File: config.mk
export PLATFORM = sky130hd
export DESIGN_NAME = mult_seq
export DESIGN_NICKNAME = d
export VERILOG_FILES = /design/src/rtl/mult_pkg.sv /design/src/rtl/mult_sat.sv /design/src/rtl/mult_seq.sv
export SDC_FILE = /design/constraint.sdc
export NUM_CORES = 1
export LEC_CHECK = 0
export ABC_AREA = 1
export BUFFER_PORTS_ARGS = -buffer_cell sky130_fd_sc_hd__clkbuf_2
export CAP_MARGIN = 10
export CORE_MARGIN = 3
export CORE_UTILIZATION = 55
export CTS_CLUSTER_SIZE = 24
export DETAILED_ROUTE_END_ITERATION = 7
export PLACE_DENSITY = 0.75
export SYNTH_ARGS = -nofsm -noshare
export SYNTH_HDL_FRONTEND = slang
export SYNTH_SLANG_ARGS = --single-unit
File: constraint.sdc
create_clock -name clk_i -period 2.6 [get_ports clk_i]
set_input_delay 0.13 -clock clk_i [delete_from_list [all_inputs] [get_ports clk_i]]
set_output_delay 0.13 -clock clk_i [all_outputs]
set_load 0.02 [all_outputs]
File: src/rtl/mult_pkg.sv
// Shared state type and sizing helper for the sequential shift-add multiplier.
package mult_pkg;

   typedef enum logic [1:0] {
      IDLE = 2'd0,
      ITER = 2'd1,
      DONE = 2'd2
   } mult_state_e;

   // Counter must be able to hold the value ITERS itself, not just ITERS-1.
   function automatic int iter_cnt_w(input int b_w, input int step);
      return $clog2(b_w / step + 1);
   endfunction

endpackage

File: src/rtl/mult_sat.sv
// Result stage: shifts the full-width product right by SHIFT and clamps it
// into the P_W output range, flagging when the clamp was applied.
module mult_sat
   import mult_pkg::*;
#(
   parameter int FW       = 22,
   parameter int P_W      = 14,
   parameter int SHIFT    = 8,
   parameter bit A_SIGNED = 1'b0
) (
   input  logic [FW-1:0]  full_i,
   output logic [P_W-1:0] prod_o,
   output logic           ovf_o
);

   logic [FW-1:0] shifted;

   always_comb begin
      if (A_SIGNED) begin
         shifted = $signed(full_i) >>> SHIFT;
      end else begin
         shifted = full_i >> SHIFT;
      end
   end

   generate
      if (P_W < FW) begin : g_clamp
         if (A_SIGNED) begin : g_signed
            // In range exactly when every bit above the output sign bit copies it.
            always_comb begin
               prod_o = shifted[P_W-1:0];
               ovf_o  = 1'b0;
               if (shifted[FW-1:P_W-1] != {(FW-P_W+1){shifted[FW-1]}}) begin
                  ovf_o  = 1'b1;
                  prod_o = shifted[FW-1] ? {1'b1, {(P_W-1){1'b0}}}
                                         : {1'b0, {(P_W-1){1'b1}}};
               end
            end
         end else begin : g_unsigned
            always_comb begin
               prod_o = shifted[P_W-1:0];
               ovf_o  = 1'b0;
               if (shifted[FW-1:P_W] != '0) begin
                  ovf_o  = 1'b1;
                  prod_o = '1;
               end
            end
         end
      end else begin : g_wide
         always_comb begin
            ovf_o  = 1'b0;
            prod_o = A_SIGNED ? P_W'($signed(shifted)) : P_W'(shifted);
         end
      end
   endgenerate

endmodule

File: src/rtl/mult_seq.sv
// Sequential shift-add multiplier: consumes STEP bits of B per cycle, then
// shifts and saturates. Define MULT_ROUND_EN for round-half-up before the shift.
module mult_seq
   import mult_pkg::*;
#(
   parameter int A_W      = 14,
   parameter int B_W      = 8,
   parameter int P_W      = 14,
   parameter int SHIFT    = 8,
   parameter int STEP     = 1,
   parameter bit A_SIGNED = 1'b0
) (
   input  logic           clk_i,
   input  logic           rst_ni,
   input  logic           start_i,
   input  logic           abort_i,
   input  logic [A_W-1:0] op_a_i,
   input  logic [B_W-1:0] op_b_i,
   output logic           ready_o,
   output logic           busy_o,
   output logic           done_o,
   output logic [P_W-1:0] prod_o,
   output logic           ovf_o
);

   localparam int FW    = A_W + B_W;
   localparam int ITERS = B_W / STEP;
   localparam int IW    = iter_cnt_w(B_W, STEP);

`ifdef MULT_ROUND_EN
   localparam int            RSH     = (SHIFT > 0) ? SHIFT - 1 : 0;
   localparam logic [FW-1:0] ROUND_C = (SHIFT > 0) ? (FW'(1) << RSH) : '0;
`else
   localparam logic [FW-1:0] ROUND_C = '0;
`endif

   mult_state_e    state_q, state_d;
   logic [FW-1:0]  a_q, a_d;
   logic [FW-1:0]  acc_q, acc_d;
   logic [B_W-1:0] b_q, b_d;
   logic [IW-1:0]  iter_q, iter_d;
   logic [P_W-1:0] prod_q, prod_d;
   logic           ovf_q, ovf_d;
   logic           done_q, done_d;

   logic [FW-1:0]  a_ext;
   logic [FW-1:0]  acc_next;
   logic [P_W-1:0] sat_prod;
   logic           sat_ovf;

   // Two's complement makes the signed case fall out of modulo-2^FW accumulation.
   always_comb begin
      a_ext    = A_SIGNED ? {{B_W{op_a_i[A_W-1]}}, op_a_i} : {{B_W{1'b0}}, op_a_i};
      acc_next = acc_q + a_q * FW'(b_q[STEP-1:0]);
   end

   mult_sat #(
      .FW       (FW),
      .P_W      (P_W),
      .SHIFT    (SHIFT),
      .A_SIGNED (A_SIGNED)
   ) u_sat (
      .full_i (acc_next),
      .prod_o (sat_prod),
      .ovf_o  (sat_ovf)
   );

   always_comb begin
      state_d = state_q;
      a_d     = a_q;
      b_d     = b_q;
      acc_d   = acc_q;
      iter_d  = iter_q;
      prod_d  = prod_q;
      ovf_d   = ovf_q;
      done_d  = 1'b0;
      unique case (state_q)
         IDLE, DONE: begin
            if (start_i) begin
               state_d = ITER;
               a_d     = a_ext;
               b_d     = op_b_i;
               acc_d   = ROUND_C;
               iter_d  = '0;
            end
         end
         ITER: begin
            if (abort_i) begin
               state_d = IDLE;
            end else begin
               a_d    = a_q << STEP;
               b_d    = b_q >> STEP;
               acc_d  = acc_next;
               iter_d = iter_q + IW'(1);
               // The result stage sees the final partial sum on this same edge.
               if (iter_q == IW'(ITERS - 1)) begin
                  state_d = DONE;
                  prod_d  = sat_prod;
                  ovf_d   = sat_ovf;
                  done_d  = 1'b1;
               end
            end
         end
         default: state_d = IDLE;
      endcase
   end

   always_ff @(posedge clk_i or negedge rst_ni) begin
      if (!rst_ni) begin
         state_q <= IDLE;
         a_q     <= '0;
         b_q     <= '0;
         acc_q   <= '0;
         iter_q  <= '0;
         prod_q  <= '0;
         ovf_q   <= 1'b0;
         done_q  <= 1'b0;
      end else begin
         state_q <= state_d;
         a_q     <= a_d;
         b_q     <= b_d;
         acc_q   <= acc_d;
         iter_q  <= iter_d;
         prod_q  <= prod_d;
         ovf_q   <= ovf_d;
         done_q  <= done_d;
      end
   end

   assign ready_o = (state_q == IDLE) || (state_q == DONE);
   assign busy_o  = (state_q == ITER);
   assign done_o  = done_q;
   assign prod_o  = prod_q;
   assign ovf_o   = ovf_q;

endmodule

==> flow_summary.toml <==
[setup_path]
endpoint_kind = "flop"
r2r-start = "b_q[0]$_DFFE_PN0P_"
critPathMaxStageDelay_ns = 0.47
crit_top_cell = "nand2_1"
cp-startpoint = "b_q[0]$_DFFE_PN0P_"
timing.rr.end = "prod_o[4]$_DFFE_PN0P_"
worstSetupStartpointType = "flop"
crit_chain = "nand2_1 -> inv_1 -> ha_1 -> fa_1 -> nand3_1 -> nand3_2 -> nand2_1 -> nand3_1 -> nand2_1 -> nand3b_1 -> nand3_1 -> nand2_1"
endpoint = "prod_o[4]$_DFFE_PN0P_"
setup.worst_path.class = "flop to flop"
cp.required_ns = 2.84
crit_slowest_cell = "dfrtp_1"
reg2regPathDepth = 12
worstPathArrival_ns = 2.58
cp_max_fo = 9
r2r_slack_ns = 0.27

[sta]
hold_viol_final = 0
fin_skew_ns = 0.00991
finalSetupViolCount = 0
min_period_over_period_pct = 89.7
relSlewSlack_pct = 38.9
fmax_mhz = 429
min_period_ns = 2.33
rsz0062_at_grt = "false"
worstMarginPinSlew_ns = 0.916
slew_violations = 0
fin_setup_tns_ns = 0

[floorplan]
row_count = 32
dieHeight_um = 97.1
dieArea_mm2 = 0.00942
die_x_um = 97.1
pin_count = 44
core_mm2 = 0.00789
start_util_pct = 57.8

[clock_network]
worstSkewPairLatency_ns = 0.36
cts_tree = "yes"
cts_sinks = 73
post_cts.repair.setup_buffers = 0
cts.path.max_buffers = 2
cts_buffers = 9
cts_root_buf = "clkbuf_8"
htreeDepth = 3
clkTransAtPathRegs_ns = 0.09

[run_status]
run_status = "finished clean"

[place]
io_buffers = 42
dp_hpwl_um = 8160
place.gp.congestion = 0.973

[global_route]
grt_pass1_vias = 4287
grt.overflow.total = 0
antenna_found_initial = 0
grt_max_degree = 74
globalRouteTotalUtil_pct = 25.6
grt_pass1_wl_um = 19900

[power]
total_power_mw = 4.24
p_leak_nw = 2.99
p_per_area_mw_per_mm2 = 843
ir_drop_v = 0.000423

[final_layout]
antenna_cells = 0
syn2layout_area_growth_pct = 10.3
drive_above_1_share_pct = 10.8
fillers = 716
finalNetCount = 741

[detailed_routing]
wl_per_cell_um = 14.1
vias = 4285
via_per_inst = 5.37
route.detailed.drc = 0
ant_nets = 0
dr.pass1.iters = 5
drt_wl_total_um = 11300
drt_iter0_markers = 314

[logic_synthesis]
avgSynthCellArea_um2 = 7.01
synth.ff_latch_count = 73
ys_seq_area_share_pct = 40.0
ys_types = 36
synth_cells = 651
yosysWarnings = 0
netlist_area_mm2 = 0.00456
syn_nets = 700

[worst_hold_path]
min_path_type = "primary input to flop"

[flow_run]
maxCapViolations = 0
-- layout by cell type, fill, tap and decap left out, types with 2 or more instances in the layout --
| master | Yosys | layout |
|---|---|---|
| nand3b_1 | 7 | 7 |
| nor2_1 | 42 | 42 |
| clkbuf_2 | 0 | 41 |
| ha_1 | 22 | 22 |
| clkinv_2 | 1 | 3 |
| dlygate4sd3_1 | 0 | 3 |
| nand3_1 | 49 | 48 |
| xnor2_1 | 3 | 3 |
| o22ai_1 | 4 | 4 |
| clkbuf_8 | 0 | 9 |
| a22o_1 | 4 | 4 |
| buf_4 | 3 | 6 |
| dfrtp_1 | 73 | 73 |
| inv_2 | 3 | 3 |
| a31oi_1 | 14 | 14 |
| nand2_1 | 250 | 250 |
| nor3_1 | 3 | 3 |
| o31ai_2 | 2 | 2 |
| inv_1 | 91 | 91 |
| clkinvlp_4 | 0 | 2 |
| nand4_1 | 3 | 3 |
| o21ai_0 | 20 | 20 |
| or2_2 | 2 | 2 |
| o211ai_1 | 5 | 5 |
| a21oi_1 | 20 | 20 |
| o21bai_1 | 2 | 2 |
| inv_6 | 0 | 2 |
-- Yosys cell counts, drive strengths merged --
| library cell | instances | area share, % |
|---|---|---|
| nand2 | 252 | 21 |
| inv | 94 | 7.7 |
| dfrtp | 73 | 40 |
| nand3 | 49 | 5.4 |
| nor2 | 43 | 3.7 |
| ha | 22 | 6.0 |
| a21oi | 20 | 2.2 |
| o21ai | 20 | 2.2 |
| a31oi | 14 | 1.9 |
| buf | 12 | 1.8 |
| clkbuf | 8 | 0.66 |
| nand3b | 7 | 1.2 |
| o211ai | 5 | 0.82 |
| a22o | 4 | 0.77 |
| o22ai | 4 | 0.55 |
| nand4 | 3 | 0.41 |
| nor3 | 3 | 0.33 |
| o31ai | 3 | 0.71 |
| or2 | 3 | 0.41 |
| xnor2 | 3 | 0.58 |
| clkinv | 2 | 0.30 |
| o21bai | 2 | 0.33 |
| a32o | 1 | 0.22 |
| and2 | 1 | 0.14 |
| conb | 1 | 0.082 |
| fa | 1 | 0.44 |
| xor2 | 1 | 0.19 |
-- sequential cells by signal (all words and copies together), names as in the netlist --
name,cells
b_q,8
prod_o,14
acc_q,22
a_q,22
done_o,1
iter_q,4
state_q,2
-- timing repair --
action	in CTS	in global routing
hold endpoints to repair	75	0
endpoints found under the setup margin	0	1
hold buffers	3	0
resized for setup	0	1
-- logic make-up (layout without fill, tap and decap cells) --
logic type	Yosys count	in the layout	synth area share [%]
and+or+nand+nor	361	361	32.5
buffers and inverters	116	161	10.4
AOI/OAI and AO/OA	73	73	9.71
DFF	73	73	40.0
adders and majority gates	23	23	6.47
xor gates and xnor gates	4	4	0.768
other	1	1	0.0822
-- worst max-delay path: cells and delay by family (launching register included) --
family	cells	cell delay (ns)
adders and majority gates	2	0.63
buffers and inverters	1	0.05
DFF	1	0.47
and+or+nand+nor	9	1.06
-- final cells by class --
class	instances	area [um^2]	area share (%)
tap	102	128	2.54
multi-input combinational	462	2260	45.0
timing repair buffer	50	280	5.57
sequential	73	1830	36.3
inverter	96	367	7.29
clock buffer	9	124	2.46
clock inverter	6	42.5	0.846
-- per-stage QoR --
stage | setup WS (ns) | cells | util, % | hold slack [ns] | cell area [um^2]
final | 0.267 | 798 | 63.8 | 0.00961 | 5030
after global routing | 0.0608 | 798 | 63.8 | 0.0206 | 5030
after CTS | 0.220 | 798 | 63.7 | 0.00763 | 5030
after detailed placement | 0.237 | 780 | 61.2 | 0.326 | 4830
after global placement | 0.299 | 780 | 61.2 | 0.323 | 4830
after floorplan | 0.480 | 651 | - | -0.166 | 4560
-- routing by layer --
layer | part of all wire (%) | track usage (%)
met1 | 47 | 36.7
met2 | 46 | 40.6
met3 | 5.3 | 3.09
met4 | 1.9 | 8.21
met5 | 0 | 0
-- worst min path at each step --
stage / from / to / slack, ns / cells after the start
after CTS: op_a_i[3] / a_q[3]$_DFFE_PN0P_ / 0.008 / 3
final: op_a_i[2] / a_q[2]$_DFFE_PN0P_ / 0.01 / 3
after detailed placement: rst_ni / acc_q[6]$_DFFE_PN0P_ / 0.33 / 1
after floorplan: rst_ni / a_q[0]$_DFFE_PN0P_ / -0.17 / 0
after global placement: rst_ni / acc_q[1]$_DFFE_PN0P_ / 0.32 / 1
after global routing: op_a_i[11] / a_q[11]$_DFFE_PN0P_ / 0.02 / 3
-- where the power goes --
group          internal, mW  leakage, nW  total (mW)  switching, mW
Clock                 0.345       0.0819       0.820          0.475
Sequential             1.40        0.950        1.60          0.204
Combinational         0.641         1.96        1.82           1.18
Total                  2.38         2.99        4.24           1.86
(Power assumes the default switching activity.)
